**src/rtl/e203_soc_lite_pkg.sv**
```systemverilog
// e203_soc_lite_pkg
//   Shared constants for the SoC glue shell: register offsets, STATUS bit
//   positions, the mtimecmp reset value and byte-mask helpers.
package e203_soc_lite_pkg;

    localparam logic [7:0] OFF_GPIOA_IN  = 8'h00;
    localparam logic [7:0] OFF_GPIOA_OUT = 8'h04;
    localparam logic [7:0] OFF_GPIOA_OE  = 8'h08;
    localparam logic [7:0] OFF_GPIOB_IN  = 8'h0C;
    localparam logic [7:0] OFF_GPIOB_OUT = 8'h10;
    localparam logic [7:0] OFF_GPIOB_OE  = 8'h14;
    localparam logic [7:0] OFF_MSIP      = 8'h18;
    localparam logic [7:0] OFF_MTCMP_LO  = 8'h1C;
    localparam logic [7:0] OFF_MTCMP_HI  = 8'h20;
    localparam logic [7:0] OFF_MTIME_LO  = 8'h24;
    localparam logic [7:0] OFF_MTIME_HI  = 8'h28;
    localparam logic [7:0] OFF_STATUS    = 8'h2C;
    localparam logic [7:0] OFF_GPIOA_IE  = 8'h30;
    localparam logic [7:0] OFF_GPIOA_IP  = 8'h34;

    // STATUS layout: [3:0] latched straps, [4] sticky wake
    localparam int STAT_STRAP_LSB = 0;
    localparam int STAT_WAKE_BIT  = 4;

    localparam logic [63:0] MTIMECMP_RST_DEF = 64'hFFFF_FFFF_FFFF_FFFF;

    // Expand a 4-bit byte enable into a 32-bit bit mask
    function automatic logic [31:0] byte_mask(input logic [3:0] m);
        logic [31:0] res;
        for (int b = 0; b < 4; b++) res[8*b +: 8] = {8{m[b]}};
        return res;
    endfunction

    // Merge write data into the old value under byte enables
    function automatic logic [31:0] apply_wmask(input logic [31:0] old_v,
                                                input logic [31:0] wdata,
                                                input logic [3:0]  m);
        logic [31:0] bm;
        bm = byte_mask(m);
        return (old_v & ~bm) | (wdata & bm);
    endfunction

endpackage

```
**src/rtl/e203_soc_lite_sync2.sv**
```systemverilog
// e203_soc_lite_sync2
//   Two-flop synchronizer for asynchronous pad inputs.
//   i_clk  : sampling clock
//   i_rst  : async active-high reset, both stages clear to 0
//   i_d    : asynchronous input bus
//   o_q    : synchronized output, two cycles of latency
module e203_soc_lite_sync2 #(
    parameter int W = 1
) (
    input  logic         i_clk,
    input  logic         i_rst,
    input  logic [W-1:0] i_d,
    output logic [W-1:0] o_q
);

    logic [W-1:0] r_s1;
    logic [W-1:0] r_s2;

    always_ff @(posedge i_clk or posedge i_rst) begin
        if (i_rst) begin
            r_s1 <= '0;
            r_s2 <= '0;
        end else begin
            r_s1 <= i_d;
            r_s2 <= r_s1;
        end
    end

    assign o_q = r_s2;

endmodule

```
**src/rtl/e203_soc_lite_top.sv**
```systemverilog
// e203_soc_lite_top
//   Pad / always-on glue shell for the E203 SoC.
//   hfextclk, rst          : clock, async active-high reset
//   lfextclk               : slow tick, sampled as data to advance mtime
//   io_pads_gpioA/B_*      : GPIO pads (in value, out value, out enable)
//   io_pads_jtag_*         : unused inputs, TDO tied off
//   io_pads_qspi0_*        : idle QSPI pads (cs high, sck low, dq off)
//   io_pads_aon_pmu_*      : wakeup input, pad power enable, pad reset
//   io_pads_bootrom_n/dbgmode*_n : boot/debug straps latched after reset
//   hfxoscen, lfxoscen     : oscillator enables, always on
//   icb_cmd_* / icb_rsp_*  : single-outstanding register slave
//   ext_irq, sft_irq, tmr_irq : interrupt requests to the core
module e203_soc_lite_top
    import e203_soc_lite_pkg::*;
#(
    parameter int          GPIO_W       = 32,
    parameter int          ADDR_W       = 8,
    parameter logic [63:0] MTIMECMP_RST = MTIMECMP_RST_DEF
) (
    input  logic              hfextclk,
    input  logic              rst,
    input  logic              lfextclk,
    input  logic [GPIO_W-1:0] io_pads_gpioA_i_ival,
    output logic [GPIO_W-1:0] io_pads_gpioA_o_oval,
    output logic [GPIO_W-1:0] io_pads_gpioA_o_oe,
    input  logic [GPIO_W-1:0] io_pads_gpioB_i_ival,
    output logic [GPIO_W-1:0] io_pads_gpioB_o_oval,
    output logic [GPIO_W-1:0] io_pads_gpioB_o_oe,
    input  logic              io_pads_jtag_TCK_i_ival,
    input  logic              io_pads_jtag_TMS_i_ival,
    input  logic              io_pads_jtag_TDI_i_ival,
    output logic              io_pads_jtag_TDO_o_oval,
    output logic              io_pads_jtag_TDO_o_oe,
    output logic              io_pads_qspi0_sck_o_oval,
    output logic              io_pads_qspi0_cs_0_o_oval,
    input  logic              io_pads_qspi0_dq_0_i_ival,
    output logic              io_pads_qspi0_dq_0_o_oval,
    output logic              io_pads_qspi0_dq_0_o_oe,
    input  logic              io_pads_qspi0_dq_1_i_ival,
    output logic              io_pads_qspi0_dq_1_o_oval,
    output logic              io_pads_qspi0_dq_1_o_oe,
    input  logic              io_pads_qspi0_dq_2_i_ival,
    output logic              io_pads_qspi0_dq_2_o_oval,
    output logic              io_pads_qspi0_dq_2_o_oe,
    input  logic              io_pads_qspi0_dq_3_i_ival,
    output logic              io_pads_qspi0_dq_3_o_oval,
    output logic              io_pads_qspi0_dq_3_o_oe,
    input  logic              io_pads_aon_pmu_dwakeup_n_i_ival,
    output logic              io_pads_aon_pmu_vddpaden_o_oval,
    output logic              io_pads_aon_pmu_padrst_o_oval,
    input  logic              io_pads_bootrom_n_i_ival,
    input  logic              io_pads_dbgmode0_n_i_ival,
    input  logic              io_pads_dbgmode1_n_i_ival,
    input  logic              io_pads_dbgmode2_n_i_ival,
    output logic              hfxoscen,
    output logic              lfxoscen,
    input  logic              icb_cmd_valid,
    output logic              icb_cmd_ready,
    input  logic [ADDR_W-1:0] icb_cmd_addr,
    input  logic              icb_cmd_read,
    input  logic [31:0]       icb_cmd_wdata,
    input  logic [3:0]        icb_cmd_wmask,
    output logic              icb_rsp_valid,
    input  logic              icb_rsp_ready,
    output logic [31:0]       icb_rsp_rdata,
    output logic              icb_rsp_err,
    output logic              ext_irq,
    output logic              sft_irq,
    output logic              tmr_irq
);

    // ------------------------------------------------------------ synchronizers
    logic [GPIO_W-1:0] w_gpioa_in;
    logic [GPIO_W-1:0] w_gpiob_in;
    logic              w_lf_sync;
    logic              w_wk_sync;

    e203_soc_lite_sync2 #(.W(GPIO_W)) u_sync_gpioa (
        .i_clk(hfextclk), .i_rst(rst), .i_d(io_pads_gpioA_i_ival), .o_q(w_gpioa_in));
    e203_soc_lite_sync2 #(.W(GPIO_W)) u_sync_gpiob (
        .i_clk(hfextclk), .i_rst(rst), .i_d(io_pads_gpioB_i_ival), .o_q(w_gpiob_in));
    e203_soc_lite_sync2 #(.W(1)) u_sync_lf (
        .i_clk(hfextclk), .i_rst(rst), .i_d(lfextclk), .o_q(w_lf_sync));
    e203_soc_lite_sync2 #(.W(1)) u_sync_wk (
        .i_clk(hfextclk), .i_rst(rst), .i_d(io_pads_aon_pmu_dwakeup_n_i_ival), .o_q(w_wk_sync));

    // ------------------------------------------------------------ registers
    logic [GPIO_W-1:0] r_gpioa_out, r_gpioa_oe, r_gpiob_out, r_gpiob_oe;
    logic [GPIO_W-1:0] r_gpioa_ie, r_gpioa_ip, r_gpioa_prev;
    logic              r_msip;
    logic [63:0]       r_mtimecmp;
    logic [63:0]       r_mtime;
    logic              r_tmr_irq;
    logic [3:0]        r_straps;
    logic              r_strap_done;
    logic              r_wake;
    logic              r_lf_prev;
    logic              r_wk_prev;
    logic [3:0]        r_padrst_cnt;
    logic              r_padrst;
    logic              r_rsp_valid;
    logic [31:0]       r_rsp_rdata;
    logic              r_rsp_err;

    // ------------------------------------------------------------ decode
    logic        w_acc;
    logic        w_hit;
    logic [31:0] w_cur;
    logic [31:0] w_wval;
    logic [31:0] w_wbits;
    logic        w_wr;

    assign icb_cmd_ready = ~r_rsp_valid | icb_rsp_ready;
    assign w_acc         = icb_cmd_valid & icb_cmd_ready;

    always_comb begin
        w_hit = 1'b1;
        w_cur = 32'h0;
        if (icb_cmd_addr[1:0] != 2'b00) begin
            w_hit = 1'b0;
        end else begin
            case (icb_cmd_addr)
                ADDR_W'(OFF_GPIOA_IN):  w_cur = 32'(w_gpioa_in);
                ADDR_W'(OFF_GPIOA_OUT): w_cur = 32'(r_gpioa_out);
                ADDR_W'(OFF_GPIOA_OE):  w_cur = 32'(r_gpioa_oe);
                ADDR_W'(OFF_GPIOB_IN):  w_cur = 32'(w_gpiob_in);
                ADDR_W'(OFF_GPIOB_OUT): w_cur = 32'(r_gpiob_out);
                ADDR_W'(OFF_GPIOB_OE):  w_cur = 32'(r_gpiob_oe);
                ADDR_W'(OFF_MSIP):      w_cur = {31'h0, r_msip};
                ADDR_W'(OFF_MTCMP_LO):  w_cur = r_mtimecmp[31:0];
                ADDR_W'(OFF_MTCMP_HI):  w_cur = r_mtimecmp[63:32];
                ADDR_W'(OFF_MTIME_LO):  w_cur = r_mtime[31:0];
                ADDR_W'(OFF_MTIME_HI):  w_cur = r_mtime[63:32];
                ADDR_W'(OFF_STATUS):    w_cur = {27'h0, r_wake, r_straps};
                ADDR_W'(OFF_GPIOA_IE):  w_cur = 32'(r_gpioa_ie);
                ADDR_W'(OFF_GPIOA_IP):  w_cur = 32'(r_gpioa_ip);
                default:                w_hit = 1'b0;
            endcase
        end
    end

    assign w_wr    = w_acc & ~icb_cmd_read & w_hit;
    assign w_wval  = apply_wmask(w_cur, icb_cmd_wdata, icb_cmd_wmask);
    // bits written as 1 under the byte enables, for W1C/clear fields
    assign w_wbits = icb_cmd_wdata & byte_mask(icb_cmd_wmask);

    function automatic logic we(input logic wr, input logic [ADDR_W-1:0] a,
                                input logic [7:0] off);
        return wr & (a == ADDR_W'(off));
    endfunction

    // ------------------------------------------------------------ event edges
    logic              w_tick;
    logic              w_wake_edge;
    logic [GPIO_W-1:0] w_ip_set;
    logic              w_mtime_wr;

    assign w_tick      = w_lf_sync & ~r_lf_prev;
    assign w_wake_edge = r_wk_prev & ~w_wk_sync;
    assign w_ip_set    = w_gpioa_in & ~r_gpioa_prev & r_gpioa_ie;
    assign w_mtime_wr  = we(w_wr, icb_cmd_addr, OFF_MTIME_LO) |
                         we(w_wr, icb_cmd_addr, OFF_MTIME_HI);

    // ------------------------------------------------------------ state
    always_ff @(posedge hfextclk or posedge rst) begin
        if (rst) begin
            r_gpioa_out  <= '0;
            r_gpioa_oe   <= '0;
            r_gpiob_out  <= '0;
            r_gpiob_oe   <= '0;
            r_gpioa_ie   <= '0;
            r_gpioa_ip   <= '0;
            r_gpioa_prev <= '0;
            r_msip       <= 1'b0;
            r_mtimecmp   <= MTIMECMP_RST;
            r_mtime      <= 64'h0;
            r_tmr_irq    <= 1'b0;
            r_lf_prev    <= 1'b0;
            r_wk_prev    <= 1'b0;
            r_wake       <= 1'b0;
        end else begin
            r_gpioa_prev <= w_gpioa_in;
            r_lf_prev    <= w_lf_sync;
            r_wk_prev    <= w_wk_sync;
            r_tmr_irq    <= (r_mtime >= r_mtimecmp);

            if (we(w_wr, icb_cmd_addr, OFF_GPIOA_OUT)) r_gpioa_out <= w_wval[GPIO_W-1:0];
            if (we(w_wr, icb_cmd_addr, OFF_GPIOA_OE))  r_gpioa_oe  <= w_wval[GPIO_W-1:0];
            if (we(w_wr, icb_cmd_addr, OFF_GPIOB_OUT)) r_gpiob_out <= w_wval[GPIO_W-1:0];
            if (we(w_wr, icb_cmd_addr, OFF_GPIOB_OE))  r_gpiob_oe  <= w_wval[GPIO_W-1:0];
            if (we(w_wr, icb_cmd_addr, OFF_GPIOA_IE))  r_gpioa_ie  <= w_wval[GPIO_W-1:0];
            if (we(w_wr, icb_cmd_addr, OFF_MSIP))      r_msip      <= w_wval[0];
            if (we(w_wr, icb_cmd_addr, OFF_MTCMP_LO))  r_mtimecmp[31:0]  <= w_wval;
            if (we(w_wr, icb_cmd_addr, OFF_MTCMP_HI))  r_mtimecmp[63:32] <= w_wval;

            // software write beats a same-cycle tick
            if (w_mtime_wr) begin
                if (we(w_wr, icb_cmd_addr, OFF_MTIME_LO)) r_mtime[31:0]  <= w_wval;
                if (we(w_wr, icb_cmd_addr, OFF_MTIME_HI)) r_mtime[63:32] <= w_wval;
            end else if (w_tick) begin
                r_mtime <= r_mtime + 64'd1;
            end

            // a same-cycle set beats the W1C
            r_gpioa_ip <= (r_gpioa_ip &
                           ~(we(w_wr, icb_cmd_addr, OFF_GPIOA_IP) ? w_wbits[GPIO_W-1:0]
                                                                   : '0)) | w_ip_set;

            // a same-cycle wake edge beats the clear
            r_wake <= (r_wake & ~(we(w_wr, icb_cmd_addr, OFF_STATUS) & w_wbits[STAT_WAKE_BIT]))
                      | w_wake_edge;
        end
    end

    // Straps are sampled once, on the first clock after reset release
    always_ff @(posedge hfextclk or posedge rst) begin
        if (rst) begin
            r_straps     <= 4'h0;
            r_strap_done <= 1'b0;
        end else if (!r_strap_done) begin
            r_straps     <= {~io_pads_dbgmode2_n_i_ival, ~io_pads_dbgmode1_n_i_ival,
                             ~io_pads_dbgmode0_n_i_ival, ~io_pads_bootrom_n_i_ival};
            r_strap_done <= 1'b1;
        end
    end

    // Pad reset: asserted in reset, then held 16 more cycles while the
    // counter drains from 15 to 0.
    always_ff @(posedge hfextclk or posedge rst) begin
        if (rst) begin
            r_padrst_cnt <= 4'd15;
            r_padrst     <= 1'b1;
        end else begin
            if (r_padrst_cnt != 4'd0) r_padrst_cnt <= r_padrst_cnt - 4'd1;
            r_padrst <= (r_padrst_cnt != 4'd0);
        end
    end

    // Response slot: loaded on accept, drained on rsp_ready
    always_ff @(posedge hfextclk or posedge rst) begin
        if (rst) begin
            r_rsp_valid <= 1'b0;
            r_rsp_rdata <= 32'h0;
            r_rsp_err   <= 1'b0;
        end else if (w_acc) begin
            r_rsp_valid <= 1'b1;
            r_rsp_err   <= ~w_hit;
            r_rsp_rdata <= (w_hit & icb_cmd_read) ? w_cur : 32'h0;
        end else if (icb_rsp_ready) begin
            r_rsp_valid <= 1'b0;
        end
    end

    // ------------------------------------------------------------ outputs
    assign icb_rsp_valid = r_rsp_valid;
    assign icb_rsp_rdata = r_rsp_rdata;
    assign icb_rsp_err   = r_rsp_err;

    assign io_pads_gpioA_o_oval = r_gpioa_out;
    assign io_pads_gpioA_o_oe   = r_gpioa_oe;
    assign io_pads_gpioB_o_oval = r_gpiob_out;
    assign io_pads_gpioB_o_oe   = r_gpiob_oe;

    assign ext_irq = |(r_gpioa_ip & r_gpioa_ie);
    assign sft_irq = r_msip;
    assign tmr_irq = r_tmr_irq;

    assign io_pads_aon_pmu_padrst_o_oval   = r_padrst;
    assign io_pads_aon_pmu_vddpaden_o_oval = ~r_padrst;
    assign hfxoscen = 1'b1;
    assign lfxoscen = 1'b1;

    assign io_pads_jtag_TDO_o_oval   = 1'b0;
    assign io_pads_jtag_TDO_o_oe     = 1'b0;
    assign io_pads_qspi0_sck_o_oval  = 1'b0;
    assign io_pads_qspi0_cs_0_o_oval = 1'b1;
    assign io_pads_qspi0_dq_0_o_oval = 1'b0;
    assign io_pads_qspi0_dq_0_o_oe   = 1'b0;
    assign io_pads_qspi0_dq_1_o_oval = 1'b0;
    assign io_pads_qspi0_dq_1_o_oe   = 1'b0;
    assign io_pads_qspi0_dq_2_o_oval = 1'b0;
    assign io_pads_qspi0_dq_2_o_oe   = 1'b0;
    assign io_pads_qspi0_dq_3_o_oval = 1'b0;
    assign io_pads_qspi0_dq_3_o_oe   = 1'b0;

    // Idle pad inputs have no consumer
    logic w_unused;
    assign w_unused = ^{io_pads_jtag_TCK_i_ival, io_pads_jtag_TMS_i_ival,
                        io_pads_jtag_TDI_i_ival, io_pads_qspi0_dq_0_i_ival,
                        io_pads_qspi0_dq_1_i_ival, io_pads_qspi0_dq_2_i_ival,
                        io_pads_qspi0_dq_3_i_ival};

endmodule

```
**config.mk**
```make
export PLATFORM = sky130hd
export DESIGN_NAME = e203_soc_lite_top
export DESIGN_NICKNAME = d
export VERILOG_FILES = /design/src/rtl/e203_soc_lite_pkg.sv /design/src/rtl/e203_soc_lite_sync2.sv /design/src/rtl/e203_soc_lite_top.sv
export SDC_FILE = /design/constraint.sdc
export NUM_CORES = 1
export LEC_CHECK = 0
export ABC_AREA = 1
export BUFFER_PORTS_ARGS = -buffer_cell sky130_fd_sc_hd__buf_4
export CAP_MARGIN = 20
export CORE_MARGIN = 2
export CORE_UTILIZATION = 40
export DETAILED_ROUTE_END_ITERATION = 10
export HOLD_SLACK_MARGIN = 0.12
export PLACE_DENSITY = 0.68
export SLEW_MARGIN = 20
export SYNTH_ARGS = -nofsm -noshare
export SYNTH_HDL_FRONTEND = slang
export SYNTH_SLANG_ARGS = --single-unit
```
**constraint.sdc**
```tcl
create_clock -name hfextclk -period 48.1 [get_ports hfextclk]
set_input_delay 9.62 -clock hfextclk [delete_from_list [all_inputs] [get_ports hfextclk]]
set_output_delay 9.62 -clock hfextclk [all_outputs]
set_load 0.01 [all_outputs]
```
==> Word level (Yosys, flattened, before mapping) <==
Index checks and enable logic that the tools add are counted.
{ "word_totals": {"reg_bits": 533, "in_bits": 126, "out_inout_bits": 182} }
{ "classes": {"n_addsub": 2, "order_cmp": 1, "eq_ne": 15, "muxes": 12, "bitwise_logic": 45, "reduce_logical": 9} }
{ "op_table": {"columns": ["op", "count"], "rows": [
  ["one-hot mux 32 bit (14 select lines)", 1],
  ["AND 32 bit", 6],
  ["two-way mux 32 bit", 5],
  ["two-way mux 64 bit", 2],
  ["inverter 32 bit", 3],
  ["adder 64 x 1 -> 64 bit, second input constant", 1],
  [">= comparator 64 bit", 1],
  ["bitwise OR 32 bit", 2],
  ["== test 8 x 6 -> 1 bit, second input constant", 6],
  ["== test 8 x 5 -> 1 bit, second input constant", 4],
  ["OR reduction 32 bit", 1],
  ["AND 1 bit", 20],
  ["== test 8 x 4 -> 1 bit, second input constant", 2],
  ["OR reduction 14 bit", 1],
  ["inverter 1 bit", 11],
  ["== test 8 x 3 -> 1 bit, second input constant", 1],
  ["logical NOT 8 bit", 1],
  ["nonzero test 2 bit", 3],
  ["two-way mux 1 bit", 4],
  ["!= test 2 x 1 -> 1 bit, second input constant", 2],
  ["AND reduction 2 bit", 2],
  ["nonzero test 4 bit", 1],
  ["subtractor 4 x 1 -> 4 bit, second input constant", 1],
  ["bitwise OR 1 bit", 3]
]} }

==> Logic depth before layout (Yosys ltp) <==
{ "logic_depth": {"word_depth": 10, "mapped_depth": 17, "ltp_nobuf": 16} }

==> Modules after synthesis <==
Synthesis repeated with hierarchy kept, for this count alone.
{ "hier_totals": {"cells_unflattened": 3333, "area_unflattened_um2": 26390.3} }
{ "modules_own_cells": {"columns": ["mod", "instances", "cells_each", "area_each_um2", "seq_area_each_um2"], "rows": [
  ["e203_soc_lite_top", 1, 3197, 23072.1, 10121.0],
  ["e203_soc_lite_sync2 at u_sync_gpioa ...", 2, 65, 1605.3, 1601.5],
  ["e203_soc_lite_sync2 at u_sync_lf ...", 2, 3, 53.8, 50.0]
]} }

==> Worst setup path after synthesis <==
OpenSTA, ideal clock, no wires.
{ "synth_path": {"kind": "input to output", "start": "in icb_rsp_ready", "end": "out icb_cmd_ready", "t_arrival_ns": 9.754, "required_ns": 38.480, "path_slack_ns": 28.726, "path_stages": 2, "path_buffers": 0, "cell_sequence": "inv_1 nand2_1"} }
{ "synth_between": {"elab_chain_len": 1} }
{ "synth_rtl": {"columns": ["element", "line_no", "rtl"], "rows": [
  ["start: declaration", "e203_soc_lite_top.sv:64", "input logic icb_rsp_ready,"],
  ["bitwise OR 1 bit", "e203_soc_lite_top.sv:113", "assign icb_cmd_ready = ~r_rsp_valid | icb_rsp_ready;"],
  ["end: declaration", "e203_soc_lite_top.sv:58", "output logic icb_cmd_ready,"]
]} }
No other way between the ends.

==> Worst setup path after layout <==
Same ends and word-level chain as after synthesis.

==> out/qor.txt <==
Final setup margin: 28.48 ns
Post-synth top area cell: dfrtp_1
Pwr Total: 996.0 uW
Setup tns final: 0 ns
Synth top area cells: dfrtp_1, nand2_1, dfstp_2
I/O pins: 308
DIE HEIGHT: 261.2 um
Max-slew headroom: 29.77%
Placement Setup Slack: 28.48 ns
Reg2reg path depth: 9
Dpl cells: 4,415
Site row count: 94
NetSw: 234.3 uW
Unique masters post-synth: 44
# diodes: 0
F_max: 0.05096 GHz
Post-route DRC: 0
Number of global-route vias before repair: 23,120
WP data arrival: 10.00 ns
Post-DRT Antenna Nets: 0
Leak: 16.20 nW
Total GRT Usage: 28.34%
Core area: 0.06563 sq mm
YS warnings: 0
Post-CTS Resized: 0
Critical Path Most Common Cell: buf_4
Layout cells sized above 1: 14.83%
Register area share after synthesis: 50.74%
Area Overhead vs Synth: 18.50%
Fin nets: 3,801
Sw frac: 23.52%
Number of buffers and inverters on the critical path: 3
Least-Margin Pin Slew: 1.054 ns
Critical path's largest stage delay: 0.15 ns
Hold EP: u_sync_gpioa.o_q[25]$_DFF_PP0_
Drt initial violations: 2,754
Post-CTS setup buffer count: 0
TritonCTS clock tree: built
Unrepaired setup endpoints after global routing: no
CP required: 38.48 ns
First-pass GRT wire length: 144,700 um
Routed wire length: 97,470 um
Combinational share of power: 5.0%
Clk buf depth: 3
Leading cell type in the layout, fill and taps excluded: nand2_1
Post-synth top flop: dfrtp_1
Die Wd: 261.2 um
Reg2Reg Setup Slack: 44.71 ns
CP cell instances: buf_4 > inv_1 > nand2_1 > buf_4
Post-DR vias/cell: 5.390
Final setup fails: 0
Period minus WS final: 19.62 ns
Initial Utilization: 40.31%
Internal Pwr Total: 761.7 uW
Most frequent cells in the layout: nand2_1, dfrtp_1, inv_1
CP max FO: 3
Mapped Cells: 3,375
Overflow after GRT: 0
#FFs+latches synth: 533
CP top delay family: buffers and inverters
Largest net degree at the start of global routing: 174
Initial antenna violation count: 2
Worst path slowest cell: buf_4
Worst hold path class: flip-flop to flip-flop
Synthesized area: 0.02646 sq mm
WS Path Type: primary input to output pin
Yosys top cell area share: 43.89%
HP Start: u_sync_gpioa.r_s1[25]$_DFF_PP0_
Filler cells: 6,456
CTS H-tree depth: 2
Router iterations before antenna repair: 6
Final clock skew: 0.03149 ns
Maximum VDD drop: 24.54 uV
Clock Sinks: 533
Hold depth: 0
Dpl hpwl: 69,620 um
CP startpoint kind: primary input
Maxcap violations: 0
Clock share of power: 48.1%
Vias: 24,350
Reg power frac: 46.9%
CTS Buf Count: 55
Status: completed
CP Capture Type: output pin
Wire per inst: 21.57 um
RR Startpoint: icb_rsp_valid$_DFFE_PP0P_
Fin crit share: 40.79%
Reg-to-reg endpoint: io_pads_gpioB_o_oe[19]$_DFFE_PP0P_
PD cells: 31.77 mW/mm^2
Number of hold violations in the final report: 0
Max Slew Vio Count: 0
EDFF count, synth: 0
CTS root buffer: clkbuf_16
Routability cong.: 0.9689
Clock-pin transition on the worst setup and hold timing paths: 0.06 ns
Clk Latency, worst-skew pair: 0.64 ns
Cts hold-fix bufs: 0
Synth Area per Inst: 7.839 sq um
Post-layout util: 47.77%
Fin cells: 4,518
Die ar.: 0.06822 sq mm
Fraction of registers with async set/reset: 100.0%
Buffers on Ports: 286
[registers in the layout, summed over array words and instances, names as in the netlist, 4 cells and up]
register,flops
r_gpioa_ie,32
io_pads_gpioB_o_oval,32
r_mtime,64
io_pads_gpioA_o_oe,32
u_sync_gpioa.r_s1,32
r_gpioa_ip,32
u_sync_gpiob.r_s1,32
r_mtimecmp,64
r_padrst_cnt,4
icb_rsp_rdata,32
io_pads_gpioA_o_oval,32
r_gpioa_prev,32
io_pads_gpioB_o_oe,32
r_straps,4
u_sync_gpioa.o_q,32
u_sync_gpiob.o_q,32
[synth_stat cells (all sizes together), types with 2 or more instances]
cell and n:
a211oi 2, a21oi 30, a221oi 6, buf 97, clkbuf 61, conb 2, dfrtp 464, dfstp 69
ha 67, inv 329, nand2 1201, nand3 252, nand3b 7, nand4 24, nor2 214, nor3 63
o211ai 4, o21ai 374, o22ai 42, xnor2 14, xor2 41
[worst register-to-register path: stages (launching register included)]
cell and delay [ns]:
dfrtp_1 0.37, nand2_1 0.11, nand2_1 0.06, buf_4 0.28, nor2_1 0.45, nand2_4 0.48, buf_4 0.50, nor2_4 0.15
buf_4 0.54, o21ai_0 0.29
[cell type report]
type                    instances  area (sq um)  area share, %
clock inverters                33         501.7          1.600
clock buffers                  70          1524          4.861
inverters                     329          1242          3.963
flip-flops and latches        533         13420          42.82
well taps                     864          1081          3.448
repair buffers                321          2422          7.726
multi-input cells            2368         11160          35.58
[through the flow]
step	hold slack, ns	area, sq um
after floorplan	0.3312	26510
after global placement	0.3325	29320
after detailed placement	0.3347	29320
after CTS	0.3473	31350
after global routing	0.3433	31350
final	0.3312	31350
[per-layer routing]
layer / track usage (%) / share of wire [%] / vias to the layer above
met2: 45.19 / 46 / 1269
li1: - / - / 11220
met1: 37.87 / 40 / 11630
met4: 13.04 / 4.8 / 4
met3: 4.733 / 9.2 / 229
met5: 0 / 0.026 / -
[power by group through the flow]
stage / Sequential [mW] / Combinational [mW] / Clock, mW
finish: 0.467 / 0.0498 / 0.479
global route: 0.467 / 0.0543 / 0.504
CTS: 0.467 / 0.0500 / 0.484
detailed placement: 0.475 / 0.0497 / 0
global placement: 0.474 / 0.0494 / 0
floorplan: 0.471 / 0.0271 / 0
[logic make-up after synthesis]
group	count (synthesis)	share of synthesized area (%)
flops	533	50.74
buf+inv	487	7.510
xor+xnor	55	1.821
fa+ha+maj	67	3.169
other cells	2	0.02839
compound gates	466	9.236
simple gates	1765	27.50
[worst max path at each step]
stage                   from                 endpoint  slack [ns]  cells after the start
2_1_floorplan            rst  icb_rsp_err$_DFFE_PP0P_       23.70                      1
3_3_place_gp   icb_rsp_ready            icb_cmd_ready       28.49                      4
3_5_place_dp   icb_rsp_ready            icb_cmd_ready       28.48                      4
4_1_cts        icb_rsp_ready            icb_cmd_ready       28.47                      4
5_1_grt        icb_rsp_ready            icb_cmd_ready       28.44                      4
6_report       icb_rsp_ready            icb_cmd_ready       28.48                      4
No activity file was read; power rests on OpenSTA's default activity.
